File: config.mk
export PLATFORM = sky130hd
export DESIGN_NAME = ppg_acdc_extractor
export DESIGN_NICKNAME = d
export VERILOG_FILES = /design/src/rtl/ppg_pkg.sv /design/src/rtl/ppg_acdc_extractor_channel_acc.sv /design/src/rtl/ppg_acdc_extractor.sv
export SDC_FILE = /design/constraint.sdc
export NUM_CORES = 1
export LEC_CHECK = 0
export ABC_AREA = 1
export BUFFER_PORTS_ARGS = -buffer_cell sky130_fd_sc_hd__buf_2
export CORE_ASPECT_RATIO = 1.2
export CORE_UTILIZATION = 55
export CTS_CLUSTER_DIAMETER = 120
export DETAILED_ROUTE_END_ITERATION = 7
export GPL_ROUTABILITY_DRIVEN = 1
export PLACE_DENSITY = 0.82
export SYNTH_ARGS = -nofsm -noshare
export SYNTH_HDL_FRONTEND = slang
export SYNTH_SLANG_ARGS = --single-unit
File: constraint.sdc
create_clock -name CLK -period 11.5 [get_ports CLK]
set_input_delay 2.3 -clock CLK [delete_from_list [all_inputs] [get_ports CLK]]
set_output_delay 2.3 -clock CLK [all_outputs]
set_load 0.005 [all_outputs]
File: src/rtl/ppg_pkg.sv
// Shared definitions for the PPG LED/PGA controller and the AC/DC extractor.
// Contents: FSM state encoding, default window size, min/max tracker
// start values.
package ppg_pkg;

  typedef enum logic [1:0] {
    ST_IDLE    = 2'd0,
    ST_COLLECT = 2'd1,
    ST_REPORT  = 2'd2
  } ppg_state_t;

  localparam int PPG_WIN_LOG2_DEF = 6;

  // The min tracker starts at the top of the range and the max tracker at
  // the bottom, so the first accepted sample always replaces both.
  localparam logic [7:0] PPG_MIN_INIT = 8'hFF;
  localparam logic [7:0] PPG_MAX_INIT = 8'h00;

endpackage

File: src/rtl/ppg_acdc_extractor_channel_acc.sv
// ppg_channel_acc: per-channel window accumulator (min, max, sum, count).
// Ports:
//   CLK, rst      clock and asynchronous active-high reset
//   clear         restart the window (priority over sample_en)
//   sample_en     sample event for this channel
//   sample        8-bit ADC value captured on sample_en
//   full          window holds 2^WIN_LOG2 samples; further events are dropped
//   ac            max - min of the window
//   dc            window mean (sum >> WIN_LOG2, truncating)
module ppg_channel_acc
  import ppg_pkg::*;
#(
  parameter int WIN_LOG2 = PPG_WIN_LOG2_DEF
) (
  input  logic       CLK,
  input  logic       rst,
  input  logic       clear,
  input  logic       sample_en,
  input  logic [7:0] sample,
  output logic       full,
  output logic [7:0] ac,
  output logic [7:0] dc
);

  localparam logic [WIN_LOG2:0] WIN_N = {1'b1, {WIN_LOG2{1'b0}}};

  logic [WIN_LOG2:0]   count;
  logic [WIN_LOG2+7:0] sum;
  logic [7:0]          min_v;
  logic [7:0]          max_v;

  assign full = (count == WIN_N);

  always_ff @(posedge CLK or posedge rst) begin
    if (rst) begin
      count <= '0;
      sum   <= '0;
      min_v <= PPG_MIN_INIT;
      max_v <= PPG_MAX_INIT;
    end else if (clear) begin
      count <= '0;
      sum   <= '0;
      min_v <= PPG_MIN_INIT;
      max_v <= PPG_MAX_INIT;
    end else if (sample_en && !full) begin
      if (sample < min_v) min_v <= sample;
      if (sample > max_v) max_v <= sample;
      sum   <= sum + {{WIN_LOG2{1'b0}}, sample};
      count <= count + {{WIN_LOG2{1'b0}}, 1'b1};
    end
  end

  // Only read once the window is full, when max >= min always holds.
  assign ac = max_v - min_v;
  assign dc = 8'(sum >> WIN_LOG2);

endmodule

File: src/rtl/ppg_acdc_extractor.sv
// ppg_acdc_extractor: windowed AC (max-min) and DC (mean) extraction of the
// red and IR PPG channels. A sample is taken on the falling edge of each LED
// phase signal.
// Ports:
//   CLK, rst                      clock, asynchronous active-high reset
//   Setting_Done                  controller is in operation mode
//   LED_RED, LED_IR               LED phase signals
//   RED_ADC_Value, IR_ADC_Value   latest ADC samples
//   RED_AC/RED_DC/IR_AC/IR_DC     window results, held between updates
//   Result_Valid                  one-cycle pulse when results update
//   Busy                          high while collecting
//   LED_Fault                     sticky: both LEDs seen on while collecting
//
// state   | meaning
// --------+-----------------------------------------------------------
// IDLE    | controller not in operation mode; accumulators held clear
// COLLECT | accepting sample events until both channels are full
// REPORT  | one cycle: latch results, pulse Result_Valid, restart window
module ppg_acdc_extractor
  import ppg_pkg::*;
#(
  parameter int WIN_LOG2 = PPG_WIN_LOG2_DEF
) (
  input  logic       CLK,
  input  logic       rst,
  input  logic       Setting_Done,
  input  logic       LED_RED,
  input  logic       LED_IR,
  input  logic [7:0] RED_ADC_Value,
  input  logic [7:0] IR_ADC_Value,
  output logic [7:0] RED_AC,
  output logic [7:0] RED_DC,
  output logic [7:0] IR_AC,
  output logic [7:0] IR_DC,
  output logic       Result_Valid,
  output logic       Busy,
  output logic       LED_Fault
);

  ppg_state_t state;

  logic led_red_q;
  logic led_ir_q;
  logic red_evt;
  logic ir_evt;
  logic led_conflict;
  logic acc_take;
  logic acc_clear;
  logic red_full;
  logic ir_full;
  logic [7:0] red_ac;
  logic [7:0] red_dc;
  logic [7:0] ir_ac;
  logic [7:0] ir_dc;

  // History starts at 0, so an LED already high at reset release can only
  // produce an event after it has been seen high for a full cycle.
  always_ff @(posedge CLK or posedge rst) begin
    if (rst) begin
      led_red_q <= 1'b0;
      led_ir_q  <= 1'b0;
    end else begin
      led_red_q <= LED_RED;
      led_ir_q  <= LED_IR;
    end
  end

  assign red_evt      = led_red_q & ~LED_RED;
  assign ir_evt       = led_ir_q & ~LED_IR;
  assign led_conflict = LED_RED & LED_IR;

  // A conflict cycle both restarts the window and blocks that cycle's events.
  assign acc_take  = (state == ST_COLLECT) && Setting_Done && !led_conflict;
  assign acc_clear = (state != ST_COLLECT) || !Setting_Done || led_conflict;

  ppg_channel_acc #(.WIN_LOG2(WIN_LOG2)) u_red_acc (
    .CLK       (CLK),
    .rst       (rst),
    .clear     (acc_clear),
    .sample_en (acc_take & red_evt),
    .sample    (RED_ADC_Value),
    .full      (red_full),
    .ac        (red_ac),
    .dc        (red_dc)
  );

  ppg_channel_acc #(.WIN_LOG2(WIN_LOG2)) u_ir_acc (
    .CLK       (CLK),
    .rst       (rst),
    .clear     (acc_clear),
    .sample_en (acc_take & ir_evt),
    .sample    (IR_ADC_Value),
    .full      (ir_full),
    .ac        (ir_ac),
    .dc        (ir_dc)
  );

  always_ff @(posedge CLK or posedge rst) begin
    if (rst) begin
      state        <= ST_IDLE;
      RED_AC       <= '0;
      RED_DC       <= '0;
      IR_AC        <= '0;
      IR_DC        <= '0;
      Result_Valid <= 1'b0;
      LED_Fault    <= 1'b0;
    end else begin
      Result_Valid <= 1'b0;
      if ((state == ST_COLLECT) && Setting_Done && led_conflict) LED_Fault <= 1'b1;
      case (state)
        ST_IDLE: begin
          if (Setting_Done) state <= ST_COLLECT;
        end
        ST_COLLECT: begin
          if (!Setting_Done)              state <= ST_IDLE;
          else if (led_conflict)          state <= ST_COLLECT;
          else if (red_full && ir_full)   state <= ST_REPORT;
        end
        ST_REPORT: begin
          if (!Setting_Done) begin
            state <= ST_IDLE;
          end else begin
            RED_AC       <= red_ac;
            RED_DC       <= red_dc;
            IR_AC        <= ir_ac;
            IR_DC        <= ir_dc;
            Result_Valid <= 1'b1;
            state        <= ST_COLLECT;
          end
        end
        default: state <= ST_IDLE;
      endcase
    end
  end

  assign Busy = (state == ST_COLLECT);

endmodule

==> run_results.csv, run 1 <==
group,metric,value,unit
place,dpl.hpwl,11.7,mm
power_and_ir_drop,power,0.000989,W
detailed_routing,detail-route-antenna-nets,0,
global_routing,grt_max_degree,75,
logic_synthesis,ys.warnings.count,0,
logic_synthesis,synth.area.mux_share,0,
layout,drive_gt1_frac,0.131,
sta,finalSetupTns,0,ns
logic_synthesis,ys_ff_latch,112,
global_routing,grt_pass1_vias,5935,
logic_synthesis,synth_edf_count,0,
outcome,status,"finished, final reports clean",
logic_synthesis,post_synth_xor_area_fraction,0.0245,
logic_synthesis,synth_top_area_share,0.335,
sta,hold_viol,0,
sta,fin_crit_sh,0.346,
floorplan,num_io_pins,56,
clock_tree,cts_buffers,9,
logic_synthesis,synth-compound-area-share,0.0811,
detailed_routing,wire_per_inst,14.1,um
sta,rsz0062_at_grt,"false",
detailed_routing,drt_first_pass_iters,5,
global_routing,grt_overflow,0,
sta,fin_skew,0.00654,ns
logic_synthesis,synth_flop_cell,"dfrtp_1",
logic_synthesis,synth_nets,1025,
setup_path,required,11.78,ns
floorplan,core,0.0127,mm2
global_routing,grt_pass1_wl,27.4,mm
worst_hold_path,hold_class,"reg -> reg",
clock_tree,cts-root-buf,"clkbuf_16",
detailed_routing,avgViaCountPerCell,5.43,
sta,finalCriticalPeriod,3.98,ns
logic_synthesis,synthSimpleGateAreaFrac,0.301,
sta,tightest_slew,0.847,ns
place,routabilityCongestion,0.884,
flow_run,maxCapViolCount,0,
layout,finish.instance_area,0.00789,mm2
place,place_area,0.00758,mm2
logic_synthesis,syn_area,0.00716,mm2
setup_path,worst_setup_path_end_kind,"flop",
detailed_routing,wl,16.3,mm
floorplan,die_height,127,um
logic_synthesis,synth_cell_types,37,
clock_tree,ctsResizeCount,0,
sta,setup_viol,0,
setup_path,critical_path_class,"in -> reg",
setup_path,r2r_start,"state[0]$_DFFE_PP0P_",
logic_synthesis,synthTopCellsByCount,"280 x nand2_1, 116 x inv_1, 96 x dfrtp_1",
detailed_routing,vias,6287,
logic_synthesis,synth_fa_ha_area_frac,0.123,
clock_tree,max-clock-path-buffers,2,
floorplan,start_util,0.565,
sta,fin_hold_ws,0.472,ns
logic_synthesis,yosysMostFrequentCell,"nand2_1",
place,portBuffers,55,
setup_path,crit_arrival,4.25,ns
layout,fin_nets,1078,
clock_tree,post_cts_buffers,0,
layout,antenna_cells,0,
detailed_routing,drt_iter0_drc,293,
logic_synthesis,synth_top_family_by_area,"simple AND/OR/NAND/NOR gates",
floorplan,fp-row-count,45,
setup_path,cp_max_fo,74,
logic_synthesis,synthTopCellsByArea,"dfrtp_1 34%, nand2_1 15%, ha_1 11%, inv_1 6.1%, dfstp_2 5.9%",
global_routing,antenna_found_initial,0,
logic_synthesis,async_reset_ff_frac,1.00,
worst_hold_path,holdCritStartpoint,"IR_DC[3]$_DFFE_PP0P_",
clock_tree,clkLatencyLatePin,0.36,ns
sta,relSlewSlack,0.435,
setup_path,startpoint,"LED_RED",
power_and_ir_drop,p_per_area,125,mW/mm2
sta,slew_violations,0,
clock_tree,clk_pin_slew,0.08,ns
logic_synthesis,yosysSeqAreaShare,0.394,
clock_tree,hold_buffers,0,
floorplan,die_w,106,um
global_routing,grt_usage,0.254,
floorplan,dieArea,0.0135,mm2
power_and_ir_drop,total_leakage_power,4.21,nW
setup_path,critical_path.startpoint_type,"primary input",
logic_synthesis,synth_area_leader_cell,"dfrtp_1",
clock_tree,htree_levels,3,
power_and_ir_drop,vdd_drop_max,0.0720,mV
sta,fmax,251,MHz
clock_tree,cts_tree,"built",
logic_synthesis,synth.avg_cell_area,7.65,um2
layout,area_growth,10.2,%
logic_synthesis,syn-instance-count,936,
detailed_routing,drc,0,
clock_tree,cts.sinks,112,
flip-flops by register name, summed over array words and instances, names as in the netlist, 7 cells and up:
signal	count
RED_AC	8
u_red_acc.min_v	8
u_red_acc.max_v	8
u_red_acc.count	7
u_ir_acc.min_v	8
u_ir_acc.sum	14
IR_DC	8
u_ir_acc.max_v	8
u_ir_acc.count	7
IR_AC	8
RED_DC	8
u_red_acc.sum	14
placed cells by master (no fill, tap or decap), types with 6 or more instances in the layout:
cell type	instances
a21oi_1	41
buf_2	55
clkbuf_16	9
dfrtp_1	96
dfstp_2	16
ha_1	64
inv_1	115
inv_2	7
nand2_1	280
nand3_1	80
nand4_1	28
nor2_1	60
nor3_1	12
o21ai_0	35
o21ai_1	9
o22ai_1	6
or2_2	15
xnor2_1	8
xor2_1	12
final timing paths:
| check | endpoint | slack [ns] | cells after the start |
|---|---|---|---|
| min in group asynchronous | RED_DC[7]$_DFFE_PP0P_ | 2.01 | 2 |
| max in group asynchronous | RED_AC[3]$_DFFE_PP0P_ | 8.24 | 3 |
| min reg2reg | IR_DC[3]$_DFFE_PP0P_ | 0.47 | 2 |
| max reg2reg | u_red_acc.sum[4]$_DFFE_PP0P_ | 9.06 | 9 |
| max | u_red_acc.sum[4]$_DFFE_PP0P_ | 7.52 | 9 |
| min | IR_DC[3]$_DFFE_PP0P_ | 0.47 | 2 |
where the power goes:
part	internal (W)	total [W]	switching [W]
Sequential	0.000441	0.000466	0.0000253
Combinational	0.0000757	0.000192	0.000117
Clock	0.000173	0.000331	0.000157
Total	0.000690	0.000989	0.000299
critical path, stage by stage:
cell	delay (ns)
buf_2	0.11
nand2_1	0.09
nand3_2	0.35
inv_2	0.12
buf_4	0.58
nand2_2	0.28
inv_2	0.22
nand2_1	0.06
o21ai_1	0.09
metrics by stage:
stage           util  instances  setup WS, ns
3_3_place_gp   0.599       1142          7.26
3_5_place_dp   0.599       1142          7.18
5_1_grt        0.623       1158          7.27
4_1_cts        0.623       1158          7.53
6_report       0.623       1158          7.52
2_1_floorplan      -        936          6.27
metal layers:
metal | GRT usage | up-vias | share of wire
li1 | - | 3143 | -
met1 | 0.336 | 2952 | 0.46
met2 | 0.421 | 156 | 0.48
met3 | 0.0255 | 36 | 0.036
met4 | 0.117 | 0 | 0.024
met5 | 0 | - | 0
final cells by class:
| class | instances | area, um2 |
|---|---|---|
| inverter | 123 | 464 |
| tap | 164 | 205 |
| fill | 1103 | 4780 |
| timing repair buffer | 58 | 298 |
| clock buffer | 9 | 225 |
| sequential | 112 | 2820 |
| clock inverter | 7 | 85.1 |
| multi-input combinational | 685 | 3790 |
cell families after synthesis:
logic type               Yosys count
flip-flops                       112
AND/OR/NAND/NOR                  491
AO/OA/AOI/OAI                    106
adder cells (fa/ha/maj)           68
buffers and inverters            139
XOR/XNOR                          20
(Power assumes the default switching activity.)
==> run 2, diff against run 1 <==
ABC_AREA = 0   (was 1)
PLACE_DENSITY = 0.85   (was 0.82)
clock period = 3.5 ns   (was 11.5 ns; I/O delays follow)
==> run_results.csv, run 2 <==
group,metric,value,unit
clock_tree,clk_pin_slew,0.08,ns
place,routabilityCongestion,0.904,
clock_tree,clkLatencyLatePin,0.37,ns
floorplan,die_height,123,um
global_routing,grt_usage,0.265,
logic_synthesis,ys.warnings.count,0,
sta,fin_hold_ws,0.476,ns
worst_hold_path,hold_class,"reg -> reg",
clock_tree,ctsResizeCount,0,
logic_synthesis,async_reset_ff_frac,1.00,
logic_synthesis,synthTopCellsByArea,"dfrtp_1 36%, ha_1 12%, nand2_1 6.7%, dfstp_2 6.3%, o21ai_0 3.7%",
sta,setup_viol,0,
layout,top_regs,"u_ir_acc.sum x14, u_red_acc.sum x14",
power_and_ir_drop,swShare,0.262,
logic_synthesis,synth_flop_cell,"dfrtp_1",
global_routing,antenna_found_initial,0,
sta,finalCriticalPeriod,2.35,ns
floorplan,start_util,0.572,
clock_tree,max-clock-path-buffers,2,
global_routing,grt_pass1_vias,5625,
power_and_ir_drop,pwr-share-seq,0.495,
layout,antenna_cells,0,
power_and_ir_drop,power.switching,0.000699,W
power_and_ir_drop,vdd_drop_max,0.210,mV
logic_synthesis,yosysSeqAreaShare,0.421,
detailed_routing,drt_first_pass_iters,4,
sta,fmax,426,MHz
layout,fin_nets,864,
power_and_ir_drop,p_per_area,358,mW/mm2
floorplan,num_io_pins,56,
outcome,status,"finished, final reports clean",
logic_synthesis,synth.avg_cell_area,9.27,um2
floorplan,die_w,103,um
floorplan,dieArea,0.0126,mm2
global_routing,grt_max_degree,41,
sta,rsz0062_at_grt,"false",
logic_synthesis,synth_nets,812,
sta,slew_violations,0,
power_and_ir_drop,p_comb_frac,0.103,
layout,area_growth,11.3,%
clock_tree,hold_buffers,0,
global_routing,grt_overflow,0,
logic_synthesis,synth_edf_count,0,
detailed_routing,avgViaCountPerCell,5.88,
sta,tightest_slew,0.899,ns
sta,relSlewSlack,0.399,
logic_synthesis,synth_area_leader_cell,"dfrtp_1",
global_routing,grt_pass1_wl,25.9,mm
sta,finalSetupTns,0,ns
clock_tree,cts_buffers,9,
floorplan,core,0.0117,mm2
logic_synthesis,yosysMostFrequentCell,"nand2_1",
sta,hold_viol,0,
logic_synthesis,ys_ff_latch,112,
detailed_routing,drt_iter0_drc,210,
floorplan,fp-row-count,43,
clock_tree,cts.sinks,112,
place,portBuffers,55,
detailed_routing,vias,5510,
place,dpl.hpwl,11.1,mm
logic_synthesis,synthTopCellsByCount,"120 x nand2_1, 96 x dfrtp_1, 64 x ha_1",
setup_path,worst_setup_path_end_kind,"flop",
setup_path,crit_arrival,2.64,ns
power_and_ir_drop,pwr-share-clk,0.402,
setup_path,required,3.79,ns
setup_path,critical_path.startpoint_type,"flop",
logic_synthesis,synth_cell_types,61,
power_and_ir_drop,power,0.00267,W
clock_tree,post_cts_buffers,0,
clock_tree,htree_levels,3,
logic_synthesis,syn-instance-count,723,
logic_synthesis,synth_top_area_share,0.358,
clock_tree,cts-root-buf,"clkbuf_16",
layout,mostFrequentLayoutCell,"nand2_1",
clock_tree,cts_tree,"built",
power_and_ir_drop,internal_power,0.00197,W
setup_path,critical_path_class,"reg -> reg",
layout,drive_gt1_frac,0.156,
detailed_routing,detail-route-antenna-nets,0,
layout,layout_common_cells,"120 x nand2_1, 96 x dfrtp_1, 64 x ha_1",
sta,fin_skew,0.0108,ns
power_and_ir_drop,total_leakage_power,3.58,nW
detailed_routing,wl,15.4,mm
detailed_routing,wire_per_inst,16.4,um
sta,fin_crit_sh,0.671,
flow_run,maxCapViolCount,0,
logic_synthesis,syn_area,0.00671,mm2
setup_path,cp_max_fo,16,
detailed_routing,drc,0,
[run 2: cell count changes after synthesis, sizes merged, moves of 9 or more]
cell / change
inv: -74
nand4: -17
nor2: -21
o21a: +10
or2: -9
o211ai: +17
nand2: -167
nand3: -56
xnor2: +12
or3: +9
o21ai: +10
[run 2: layer usage]
| layer | track usage | vias to the layer above | wire length [um] |
|---|---|---|---|
| li1 | - | 2609 | - |
| met1 | 0.314 | 2692 | 6290 |
| met2 | 0.453 | 168 | 7870 |
| met3 | 0.0464 | 41 | 775 |
| met4 | 0.145 | 0 | 471 |
| met5 | 0 | - | 0 |
[run 2: final cells by class]
| class | count | area, um2 |
|---|---|---|
| clock buffers | 9 | 225 |
| clock inverters | 7 | 80.1 |
| fillers | 983 | 4260 |
| inverters | 49 | 188 |
| multi-input cells | 536 | 3580 |
| flip-flops and latches | 112 | 2820 |
| well taps | 157 | 196 |
| repair buffers | 67 | 378 |
[run 2: cells by family (layout without fill, tap and decap cells)]
| family | Yosys count | in the layout | share of synthesized area |
|---|---|---|---|
| XOR/XNOR | 34 | 34 | 0.0444 |
| adder cells (fa/ha/maj) | 68 | 68 | 0.131 |
| AND/OR/NAND/NOR | 264 | 264 | 0.183 |
| buffers and inverters | 75 | 132 | 0.0485 |
| flip-flops | 112 | 112 | 0.421 |
| multiplexers | 8 | 8 | 0.0119 |
| AO/OA/AOI/OAI | 162 | 162 | 0.159 |
[run 2: per-stage QoR]
step,std cells,util,setup WS (ns),instance area (um2)
2_1_floorplan,723,-,1.21,6710
3_3_place_gp,921,0.611,1.02,7160
3_5_place_dp,921,0.611,0.927,7160
4_1_cts,937,0.637,1.19,7470
5_1_grt,937,0.637,0.999,7470
6_report,937,0.637,1.15,7470
[run 2: final timing paths]
path                                                start                             end  slack, ns  cells after the start
setup / recovery           u_red_acc.min_v[1]$_DFFE_PP1P_  u_red_acc.min_v[6]$_DFFE_PP1P_       1.15                      7
min in group asynchronous                             rst            IR_DC[7]$_DFFE_PP0P_       0.52                      2
max in group asynchronous                             rst   u_ir_acc.min_v[5]$_DFFE_PP1P_       2.15                      3
hold / removal                       IR_AC[3]$_DFFE_PP0P_            IR_AC[3]$_DFFE_PP0P_       0.48                      2
setup reg to reg           u_red_acc.min_v[1]$_DFFE_PP1P_  u_red_acc.min_v[6]$_DFFE_PP1P_       1.15                      7
hold reg to reg                      IR_AC[3]$_DFFE_PP0P_            IR_AC[3]$_DFFE_PP0P_       0.48                      2
[run 2: power groups by stage]
stage | Sequential, W | Clock, W | Combinational [W]
after floorplan | 0.00134 | 0 | 0.000188
after global placement | 0.00134 | 0 | 0.000256
after detailed placement | 0.00135 | 0 | 0.000270
after CTS | 0.00132 | 0.00108 | 0.000274
after global routing | 0.00132 | 0.00113 | 0.000308
final | 0.00132 | 0.00107 | 0.000276
[run 2: worst max-delay path: stages, from the launching register on]
cell and delay, ns:
dfstp_2 0.56, inv_1 0.09, ha_1 0.29, a21o_1 0.17, a211o_1 0.30, a21oi_2 0.57
nand2_1 0.16, o211ai_1 0.12
